$ cat config.mk
export PLATFORM = sky130hd
export DESIGN_NAME = rackctl_bidir_link
export DESIGN_NICKNAME = d
export VERILOG_FILES = /design/src/rtl/rackctl_bidir_link.sv
export SDC_FILE = /design/constraint.sdc
export NUM_CORES = 1
export LEC_CHECK = 0
export CAP_MARGIN = 40
export CORE_AREA = 4 4 122 66
export DETAILED_ROUTE_END_ITERATION = 6
export DIE_AREA = 0 0 126 70
export GPL_TIMING_DRIVEN = 0
export PLACE_DENSITY = 0.83
export SLEW_MARGIN = 20
export SYNTH_ARGS = -nofsm -noshare
export SYNTH_HDL_FRONTEND = slang
export SYNTH_SLANG_ARGS = --single-unit
$ cat constraint.sdc
create_clock -name sysclk_i -period 9.25 [get_ports sysclk_i]
set_clock_uncertainty 0.1 [all_clocks]
set_input_delay 1.85 -clock sysclk_i [delete_from_list [all_inputs] [get_ports sysclk_i]]
set_output_delay 1.85 -clock sysclk_i [all_outputs]
set_load 0.1 [all_outputs]
$ cat src/rtl/rackctl_bidir_link.sv
// rackctl_bidir_link: half-duplex command/response engine for the RACKCTL single-wire LVDS link.
// Sends preamble + command, turns the line around, captures a framed response, then turns it back.
module rackctl_bidir_link #(
  parameter int unsigned DATA_BITS       = 32,
  parameter int unsigned PREAMBLE_LEN    = 5,
  parameter logic [15:0] PREAMBLE        = 16'h0015,
  parameter int unsigned TURNAROUND_CLKS = 128,
  parameter int unsigned RESP_TIMEOUT    = 1024,
  parameter logic        INV             = 1'b0
) (
  input  logic                 sysclk_i,
  input  logic                 rst_i,
  input  logic [DATA_BITS-1:0] tx_data_i,
  input  logic                 tx_valid_i,
  output logic                 tx_ready_o,
  output logic [DATA_BITS-1:0] rx_data_o,
  output logic                 rx_valid_o,
  output logic                 err_o,
  output logic [1:0]           err_code_o,
  output logic                 busy_o,
  input  logic                 rackctl_in_i,
  output logic                 rackctl_out_o,
  output logic                 rackctl_tri_o
);

  localparam int unsigned MAX_DT  = (DATA_BITS > TURNAROUND_CLKS) ? DATA_BITS : TURNAROUND_CLKS;
  localparam int unsigned MAX_LEN = (MAX_DT > RESP_TIMEOUT) ? MAX_DT : RESP_TIMEOUT;
  localparam int unsigned CW      = $clog2(MAX_LEN) + 1;

  localparam logic [CW-1:0] CNT_ONE  = CW'(1);
  localparam logic [CW-1:0] PRE_LAST = CW'(PREAMBLE_LEN - 1);
  localparam logic [CW-1:0] DAT_LAST = CW'(DATA_BITS - 1);
  localparam logic [CW-1:0] TA_LAST  = CW'(TURNAROUND_CLKS - 1);
  localparam logic [CW-1:0] TO_LAST  = CW'(RESP_TIMEOUT - 1);
  // Preamble left-justified so the first bit to send sits at bit 15.
  localparam logic [15:0]   PRE_ALIGNED = PREAMBLE << (16 - PREAMBLE_LEN);

  typedef enum logic [2:0] {
    S_IDLE, S_PREAMBLE, S_DATA, S_TURN0, S_POST, S_START, S_CAPTURE, S_TURN1
  } state_t;

  typedef enum logic [1:0] {
    ERR_NONE      = 2'd0,
    ERR_POSTAMBLE = 2'd1,
    ERR_TIMEOUT   = 2'd2
  } err_code_t;

  state_t                 state_q;
  err_code_t              err_code_q;
  logic [CW-1:0]          cnt_q;
  logic [DATA_BITS-1:0]   shift_q;
  logic [15:0]            pre_q;
  logic [DATA_BITS-1:0]   rx_data_q;
  logic                   rx_valid_q;
  logic                   err_q;
  logic                   in_q;
  logic                   out_q;
  logic                   tri_q;

  // NOTE: every register below is updated with <= so all of them see the same pre-edge values.
  always_ff @(posedge sysclk_i) begin
    in_q       <= rackctl_in_i;
    rx_valid_q <= 1'b0;
    err_q      <= 1'b0;
    if (rst_i) begin
      state_q    <= S_IDLE;
      cnt_q      <= '0;
      out_q      <= INV ^ 1'b1;
      tri_q      <= 1'b0;
      rx_data_q  <= '0;
      err_code_q <= ERR_NONE;
    end else begin
      // Pad registers follow the current state, so the pad lags each state entry by one clock.
      out_q <= INV ^ 1'b1;
      tri_q <= 1'b0;
      case (state_q)
        S_IDLE: begin
          // NOTE: shift_q/pre_q carry no reset; they are always reloaded here before use.
          if (tx_valid_i) begin
            shift_q <= tx_data_i;
            pre_q   <= PRE_ALIGNED;
            cnt_q   <= '0;
            state_q <= S_PREAMBLE;
          end
        end
        S_PREAMBLE: begin
          out_q <= INV ^ pre_q[15];
          pre_q <= pre_q << 1;
          if (cnt_q == PRE_LAST) begin
            cnt_q   <= '0;
            state_q <= S_DATA;
          end else begin
            cnt_q <= cnt_q + CNT_ONE;
          end
        end
        S_DATA: begin
          out_q   <= INV ^ shift_q[DATA_BITS-1];
          shift_q <= shift_q << 1;
          if (cnt_q == DAT_LAST) begin
            cnt_q   <= '0;
            state_q <= S_TURN0;
          end else begin
            cnt_q <= cnt_q + CNT_ONE;
          end
        end
        S_TURN0: begin
          tri_q <= 1'b1;
          if (cnt_q == TA_LAST) begin
            cnt_q   <= '0;
            state_q <= S_POST;
          end else begin
            cnt_q <= cnt_q + CNT_ONE;
          end
        end
        S_POST: begin
          tri_q <= 1'b1;
          cnt_q <= '0;
          if (in_q) begin
            state_q <= S_START;
          end else begin
            err_q      <= 1'b1;
            err_code_q <= ERR_POSTAMBLE;
            state_q    <= S_TURN1;
          end
        end
        S_START: begin
          tri_q <= 1'b1;
          // A start bit on the final timeout clock still wins over the timeout.
          if (!in_q) begin
            cnt_q   <= '0;
            state_q <= S_CAPTURE;
          end else if (cnt_q == TO_LAST) begin
            cnt_q      <= '0;
            err_q      <= 1'b1;
            err_code_q <= ERR_TIMEOUT;
            state_q    <= S_TURN1;
          end else begin
            cnt_q <= cnt_q + CNT_ONE;
          end
        end
        S_CAPTURE: begin
          tri_q   <= 1'b1;
          shift_q <= {shift_q[DATA_BITS-2:0], in_q};
          if (cnt_q == DAT_LAST) begin
            cnt_q      <= '0;
            rx_data_q  <= {shift_q[DATA_BITS-2:0], in_q};
            rx_valid_q <= 1'b1;
            state_q    <= S_TURN1;
          end else begin
            cnt_q <= cnt_q + CNT_ONE;
          end
        end
        S_TURN1: begin
          if (cnt_q == TA_LAST) begin
            cnt_q   <= '0;
            state_q <= S_IDLE;
          end else begin
            cnt_q <= cnt_q + CNT_ONE;
          end
        end
        default: begin
          cnt_q   <= '0;
          state_q <= S_IDLE;
        end
      endcase
    end
  end

  assign tx_ready_o    = (state_q == S_IDLE) && !rst_i;
  assign busy_o        = (state_q != S_IDLE);
  assign rx_data_o     = rx_data_q;
  assign rx_valid_o    = rx_valid_q;
  assign err_o         = err_q;
  assign err_code_o    = err_code_q;
  assign rackctl_out_o = out_q;
  assign rackctl_tri_o = tri_q;

endmodule
==> results, run 1 <==
- At the worst endpoint, the required time is 7300 ps.
- The number of cells on the worst reg-to-reg path is 6.
- Combinational logic burns 25.2% of the power.
- The initialized floorplan defines 22 standard-cell rows.
- The total routing usage reported by global routing is 25.6%.
- Wires add up to 11.3 mm.
- Global routing finished with a remaining overflow of 0.
- The critical path data arrival time is 4070 ps.
- The startpoint type of the worst setup path is an input pin.
- The combined buffer and inverter count along the critical path is 5.
- The initial utilization of the core area, before any placement, comes to 53.2%.
- The leakage power summed over all cells is 2.11 nW.
- The relative slew slack is 51.7%.
- The final clock period utilization by the worst path is 65.1%.
- Setup violations remaining at the end of the flow were counted as 0.
- The final route contains 3664 vias.
- The transition time of the tightest slew-check pin is 717 ps.
- The first global-routing pass estimated 17.7 mm of wire.
- The power density relative to cell area is 211 nW/um^2.
- The placed wire-length estimate is 8.00 mm.
- The worst setup path is of the in -> out kind.
- The worst-case IR drop observed on VDD is 129 uV.
- Each instance of the synthesized netlist takes up on average 8.74 sq um.
- The net count of the finished layout is 596.
- In this design, the stage delay of the slowest critical-path cell is 540 ps.
- After detailed routing, the number of remaining DRC violations is 0.
- The final critical path time including I/O delays and setup is 6020 ps.
- The worst hold path terminates at rx_data_o[24]$_SDFFE_PP0P_.
- The share of total power dissipated in the clock network is 30.2%.
- The synthesis-to-finish area growth is 48.7%.
- The startpoint of the tightest hold check path is rx_data_o[24]$_SDFFE_PP0P_.
- The routed wire length per instance is 17.1 um.
- In this run the critical register-to-register path is launched from state_q[0]$_SDFFE_PP0P_.
- The number of synthesized register bits is 90.
- The critical-path cell with the highest stage delay is clkbuf_1.
- Input and output buffers added on the ports amount to 75.
- Fill cells in the final layout number 438.
- Yosys mapped the design onto 37 distinct sky130hd cell types.
- The vertical die dimension is 70 um.
- The post-synth net total is 467.
- The core outline area is 7050 sq um.
- The endpoint kind of the worst setup timing path is a primary output.
- Timing would allow up to 166 MHz.
- During synthesis, Yosys emitted a total of 0 warnings.
- The finished layout holds 659 standard cells, fillers aside.
- The signal on the critical path passes through clkdlybuf4s50_1, clkbuf_1, clkbuf_1, nor2_1, clkdlybuf4s50_1, buf_8.
- The width of the chip is 126 um.
- Max-cap violations in this run came to 0.
- In this run the post-CTS setup repair buffer count came out at 0.
- The type of the worst min-delay path is reg -> reg.
- The count of instances resized after the clock tree is built is 0.
- The final hold violation count was 0.
- The count of nets left with antenna violations once routing finished came out at 0.
- Synthesis produced 429 cells.
- The critical path crosses 6 cells after its start point.
- The clock transition time at the flip-flop clock pins of the worst setup and hold paths is 60 ps.
- The H-tree depth is 3.
- The net load switching power is 0.000376 W.
- The repair_antennas step left the layout with diodes totalling 0.
- The setup slack of the worst register-to-register path is 6410 ps.
- The clock tree from TritonCTS is done.
- The number of antenna violations at the first check in global routing is 0.
- The share of synthesized area occupied by flip-flops and latches is 57.9%.
- The maximum fanout along the worst path is 10.
- In the synthesized netlist the dominant register cell turns out to be dfxtp_1.
- Pin placement for this block handled 76 I/O pins.
- The clock tree root buffer cell is clkbuf_16.
- For the worst-skew pair, the clock arrives at the later sink with an insertion delay of 340 ps.
- The fraction of power spent switching nets is 31.9%.
- The number of detailed-route iterations in the first pass is 6.
- The accumulated negative setup slack is 0 ps.
- Setup repair after global routing left no endpoint under its margin.
- Counting flops with an async set or reset pin after synthesis yields a share of 0%.
- The flow ran to the end, and the final reports show no timing, DRC or antenna violations.
- Summing every instance area after synthesis gives 3750 sq um.
- The die outline area is 8820 sq um.
- At the end of routability-driven placement, the weighted congestion stood at 0.933.
- The via count of the first global-routing pass is 3467.
- The number of clock sinks is 90.
- The maximum number of pins on one net before global-route repair is 19.
- Total power for the finished layout comes to 0.00118 W.
- The iteration-0 DRC count of the detailed router is 463.
- In this design, the largest share of critical-path delay is due to buffers and inverters.
- Including well taps, the total number of placed cells is 641.
- In the final layout, the share of cells above drive strength 1 is 12.1%.
- The number of max-slew violations in the final report is 0.
- For this design, the CTS-stage hold fixing added 0 buffers.
- The longest clock path from root to sink contains 2 buffers.
- After detailed routing, the number of vias per cell comes to 5.56.
- The worst hold path was traced through 2 stages.
- The internal cell power is 0.000801 W.
- Per report_power, the sequential group accounts for 44.6% of the total.
- In this run the critical register-to-register path is captured at shift_q[14]$_DFFE_PP_.
- Clock tree synthesis inserted a total of 9 buffers.
- Yosys mapped a number of flops with a built-in enable equal to 37.
## worst max-delay path by stage
stage / from / endpoint / slack (ps)
CTS: rst_i / tx_ready_o / 3280
floorplan: rst_i / tx_ready_o / 3790
global placement: rst_i / tx_ready_o / 3060
global route: rst_i / tx_ready_o / 3140
finish: rst_i / tx_ready_o / 3230
detailed placement: rst_i / tx_ready_o / 3300
## placed cells by master (no fill, tap or decap), types with 2 or more instances in the layout
| master | synthesis | routed |
|---|---|---|
| a211oi_1 | 3 | 3 |
| a21oi_1 | 38 | 37 |
| a22oi_1 | 4 | 4 |
| a31oi_1 | 2 | 2 |
| and2_1 | 2 | 2 |
| buf_16 | 0 | 2 |
| buf_2 | 4 | 4 |
| buf_8 | 0 | 39 |
| clkbuf_1 | 20 | 22 |
| clkbuf_16 | 0 | 10 |
| clkbuf_2 | 0 | 2 |
| clkbuf_8 | 0 | 2 |
| clkdlybuf4s50_1 | 0 | 75 |
| dfxtp_1 | 53 | 53 |
| edfxtp_1 | 37 | 37 |
| ha_1 | 2 | 2 |
| inv_1 | 8 | 8 |
| nand2_1 | 173 | 173 |
| nand2b_1 | 6 | 6 |
| nand3_1 | 10 | 10 |
| nand4_1 | 2 | 2 |
| nand4b_1 | 2 | 2 |
| nor2_1 | 22 | 22 |
| nor3_1 | 7 | 7 |
| nor3b_1 | 2 | 2 |
| nor4_1 | 3 | 3 |
| o21ai_0 | 8 | 8 |
| or2_2 | 2 | 2 |
| or3_1 | 2 | 2 |
| xnor2_1 | 3 | 3 |
| xor2_1 | 2 | 2 |
## area by class of cell
| cell class | count | area [sq um] | area share (%) |
|---|---|---|---|
| Sequential cell | 90 | 2170 | 38.9 |
| Inverter | 8 | 30.0 | 0.538 |
| Multi-Input combinational cell | 307 | 1460 | 26.3 |
| Clock buffer | 14 | 285 | 5.12 |
| Clock inverter | 2 | 8.76 | 0.157 |
| Timing Repair Buffer | 118 | 1400 | 25.1 |
| Buffer | 24 | 95.1 | 1.71 |
| Tap cell | 96 | 120 | 2.15 |
## worst reg2reg max path, delay by kind of cell, from the launching register on
| family | cells | cell delay (ps) |
|---|---|---|
| compound gates | 1 | 300 |
| buf+inv | 4 | 1600 |
| flops | 1 | 430 |
| simple gates | 1 | 160 |
## cells in the mapped netlist, types with 3 or more instances
library cell	n	area [sq um]
nand3_1	10	50.1
a21oi_1	38	190
a22oi_1	4	30.0
buf_2	4	20.0
dfxtp_1	53	1060
xnor2_1	3	26.3
nand2_1	173	649
nor4_1	3	18.8
nor2_1	22	82.6
inv_1	8	30.0
nor3_1	7	35.0
o21ai_0	8	40.0
edfxtp_1	37	1110
nand2b_1	6	37.5
a211oi_1	3	22.5
clkbuf_1	20	75.1
## cell families (layout without fill, tap and decap cells)
group	Yosys count	count (layout)	synth area share (%)
compound gates	61	61	9.78
buf+inv	32	166	3.34
xor+xnor	5	5	1.17
simple gates	239	239	27.1
flops	90	90	57.9
fa+ha+maj	2	2	0.667
## metal layers
metal  routed length [um]  track usage, %
met1                 4600            34.1
met2                 5060            40.1
met3                 1430            9.63
met4                  208            5.11
met5                    0               0
## power by group through the flow
stage / Clock (W) / Sequential (W) / Combinational (W)
after floorplan: 0 / 0.000529 / 0.000168
after global placement: 0 / 0.000528 / 0.000247
after detailed placement: 0 / 0.000530 / 0.000282
after CTS: 0.000356 / 0.000523 / 0.000287
after global routing: 0.000376 / 0.000530 / 0.000320
final: 0.000356 / 0.000525 / 0.000296
## registers in the layout (all words and copies together) (netlist names)
register,flops
rackctl_tri_o,1
state_q,3
err_o,1
rackctl_out_o,1
err_code_o,2
pre_q,5
cnt_q,11
shift_q,32
in_q,1
rx_valid_o,1
rx_data_o,32
## metrics by stage
| stage | area, sq um | setup slack, ps | hold slack, ps | utilization (%) |
|---|---|---|---|---|
| floorplan | 3750 | 3790 | 333 | - |
| global route | 5580 | 3140 | 375 | 79.1 |
| finish | 5580 | 3230 | 356 | 79.1 |
| global placement | 4620 | 3060 | 346 | 65.6 |
| detailed placement | 5270 | 3300 | 349 | 74.8 |
| CTS | 5570 | 3280 | 357 | 79.0 |
(Power assumes the default switching activity.)
==> run 2, diff against run 1 <==
Settings changed: CORE_AREA 4 4 122 66 to 4 4 133 71, DIE_AREA 0 0 126 70 to 0 0 137 75, PLACE_DENSITY 0.83 to 0.75.
Clock period 9.25 ns to 5.37 ns, I/O delays scaled along.
==> run 2 against run 1 <==
Compared with the run above:
- sequential power rose by 71%
- sequential share of layout area fell by 0.21 points
- first-iteration DRC count fell by 16%
- total power rose by 69%
- critical path type unchanged
- critical endpoint unchanged
- largest cell class unchanged
==> results, run 2 (same netlist as run 1, synthesis figures left out) <==
- The wire length after detailed routing is 10.8 mm (was 11.3 mm).
- The maximum resistive drop on vdd is 279 uV (was 129 uV).
- The power density relative to cell area is 354 nW/um^2 (was 211 nW/um^2).
- The number of cells on the worst hold path came to 2 (unchanged).
- The H-tree depth is 3 (unchanged).
- The number of vias after detailed routing is 3479 (was 3664).
- The critical path data arrival time is 3290 ps (was 4070 ps).
- The net count of the finished layout is 596 (unchanged).
- The number of antenna violations at the first check in global routing is 0 (unchanged).
- The quantity of I/O buffers inserted on ports was 75 (unchanged).
- Commonest cells after routing, fill and taps aside: nand2_1, clkdlybuf4s50_1, dfxtp_1 (unchanged).
- The final hold violation count is 0 (unchanged).
- The width of the chip is 137 um (was 126 um).
- The global-route wire length before repair was 17.1 mm (was 17.7 mm).
- The number of detailed-route iterations in the first pass is 5 (was 6).
- The placed wire-length estimate is 8.05 mm (was 8.00 mm).
- The clock transition time at the flip-flop clock pins of the worst setup and hold paths came to 60 ps (about the same).
- The leakage power summed over all cells is 2.11 nW (about the same).
- The insertion delay of the later-clocked pin in the worst-skew pair is 350 ps (was 340 ps).
- The total clock buffers created by CTS came to 9 (unchanged).
- The total of endpoints with negative setup slack in the final report is 0 (unchanged).
- The transition time of the tightest slew-check pin was 752 ps (was 717 ps).
- The maximum operating frequency is 224 MHz.
- The final cell utilization of the core is 66.7% (was 79.1%).
- The global placement routability congestion is 0.882 (was 0.933).
- The vertical die dimension is 75 um (was 70 um).
- The core outline area is 8410 sq um (was 7050 sq um).
- The maximum fanout along the worst path is 10 (unchanged).
- The iteration-0 DRC count of the detailed router is 387 (was 463).
- The placed instance count is 664 (was 641).
- The synthesis-to-finish area growth is 49.5% (was 48.7%).
- The routed wire length per instance came to 15.9 um (was 17.1 um).
- The via count of the first global-routing pass is 3375 (was 3467).
- The number of fillers in the final layout was 668 (was 438).
- The final standard cell count with taps included and fillers excluded came to 680 (was 659).
- The relative slew slack is 49.3% (was 51.7%).
- The type of the worst min-delay path is reg -> reg (unchanged).
- The accumulated negative setup slack is 0 ps (unchanged).
- The clock tree from TritonCTS is done (unchanged).
- The maximum number of pins on one net before global-route repair is 24 (was 19).
- RSZ-0062 raised after global routing: false (unchanged).
- The post-cts hold buffer count is 0 (unchanged).
- The antenna diode instance count is 0 (unchanged).
- The final critical path time including I/O delays and setup is 4470 ps.
- The number of nets with antenna violations after detailed routing is 0 (unchanged).
- The number of cells on the worst reg-to-reg path is 6 (unchanged).
- The mean number of vias per cell was 5.12 (was 5.56).
- The number of max-slew violations in the final report is 0 (unchanged).
- The count of instances resized after the clock tree is built came to 0 (unchanged).
- The path type of the worst setup path is in -> out (unchanged).
- The clock tree root buffer cell is clkbuf_16 (unchanged).
- The initial core utilization is 44.6% (was 53.2%).
- The endpoint kind of the worst setup timing path is a primary output (unchanged).
- The number of placed I/O pins is 76 (unchanged).
- The most frequent standard cell in the layout excluding fill and tap cells was nand2_1 (unchanged).
- In the finished design, the share of the clock period the worst path needs comes to 83.2%.
- The startpoint type of the worst setup path is an input pin (unchanged).
- The total routing usage reported by global routing came to 22.1% (was 25.6%).
- The required time of the critical path is 4200 ps (was 7300 ps).
- The floorplan row count is 24 (was 22).
- The proportion of layout cells with a drive suffix above 1 is 12.3% (was 12.1%).
- The die outline area is 10300 sq um (was 8820 sq um).
- Result of the run: complete, no violations (unchanged).
- The leftover overflow at the end of global routing came to 0 (unchanged).
- The number of buffers on the longest clock path is 2 (unchanged).
- The post-route DRC violation count is 0 (unchanged).
- The count of max-cap constraint violations is 0 (unchanged).
- The number of clock sinks is 90 (unchanged).
- The buffer count from post-CTS setup fixing is 0 (unchanged).
==> run 2: cell count changes in the layout (fill, tap and decap cells not counted) <==
cell | previous run | this run
clkinv_4 | 0 | 1
clkbuf_8 | 2 | 1
buf_2 | 4 | 6
buf_8 | 39 | 37
clkbuf_1 | 22 | 21
buf_16 | 2 | 4
clkbuf_2 | 2 | 0
clkbuf_16 | 10 | 9
clkinvlp_4 | 0 | 1
clkinv_2 | 1 | 2
==> run 2: power breakdown <==
group | switching (W) | total [W] | internal [W]
registers | 0.0000533 | 0.000898 | 0.000844
logic | 0.000334 | 0.000503 | 0.000170
clock network | 0.000260 | 0.000583 | 0.000324
==> run 2: final timing paths <==
path	startpoint	end	slack, ps
setup / recovery	rst_i	tx_ready_o	900
hold / removal	rx_data_o[12]$_SDFFE_PP0P_	rx_data_o[12]$_SDFFE_PP0P_	360
setup reg to reg	state_q[0]$_SDFFE_PP0P_	shift_q[14]$_DFFE_PP_	2700
hold reg to reg	rx_data_o[12]$_SDFFE_PP0P_	rx_data_o[12]$_SDFFE_PP0P_	360
==> run 2: final cells by class <==
| cell class | instances | area, sq um | share of cell area (%) |
|---|---|---|---|
| Clock buffer | 11 | 243 | 4.33 |
| Buffer | 24 | 95.1 | 1.70 |
| Sequential cell | 90 | 2170 | 38.7 |
| Clock inverter | 5 | 30.0 | 0.536 |
| Timing Repair Buffer | 118 | 1430 | 25.4 |
| Tap cell | 117 | 146 | 2.61 |
| Multi-Input combinational cell | 307 | 1460 | 26.1 |
| Inverter | 8 | 30.0 | 0.536 |
==> run 2: per-stage QoR <==
stage               power (W)  hold slack (ps)  setup slack, ps  area, sq um
finish                0.00198              356              904         5610
global route          0.00207              370              796         5610
CTS                   0.00198              355              899         5610
floorplan             0.00120              333             1460         3750
global placement      0.00134              346              352         4650
detailed placement    0.00140              346              927         5330
==> run 2: metal layers <==
layer	track usage, %	part of all wire [%]
met1	31.7	48
met2	32.8	42
met3	5.47	8.4
met4	8.08	1.9
met5	0	0
==> run 2: critical path, stage by stage <==
cell	delay [ps]
clkdlybuf4s50_1	480
clkbuf_1	370
clkbuf_1	560
nor2_1	120
clkdlybuf4s50_1	490
buf_8	190
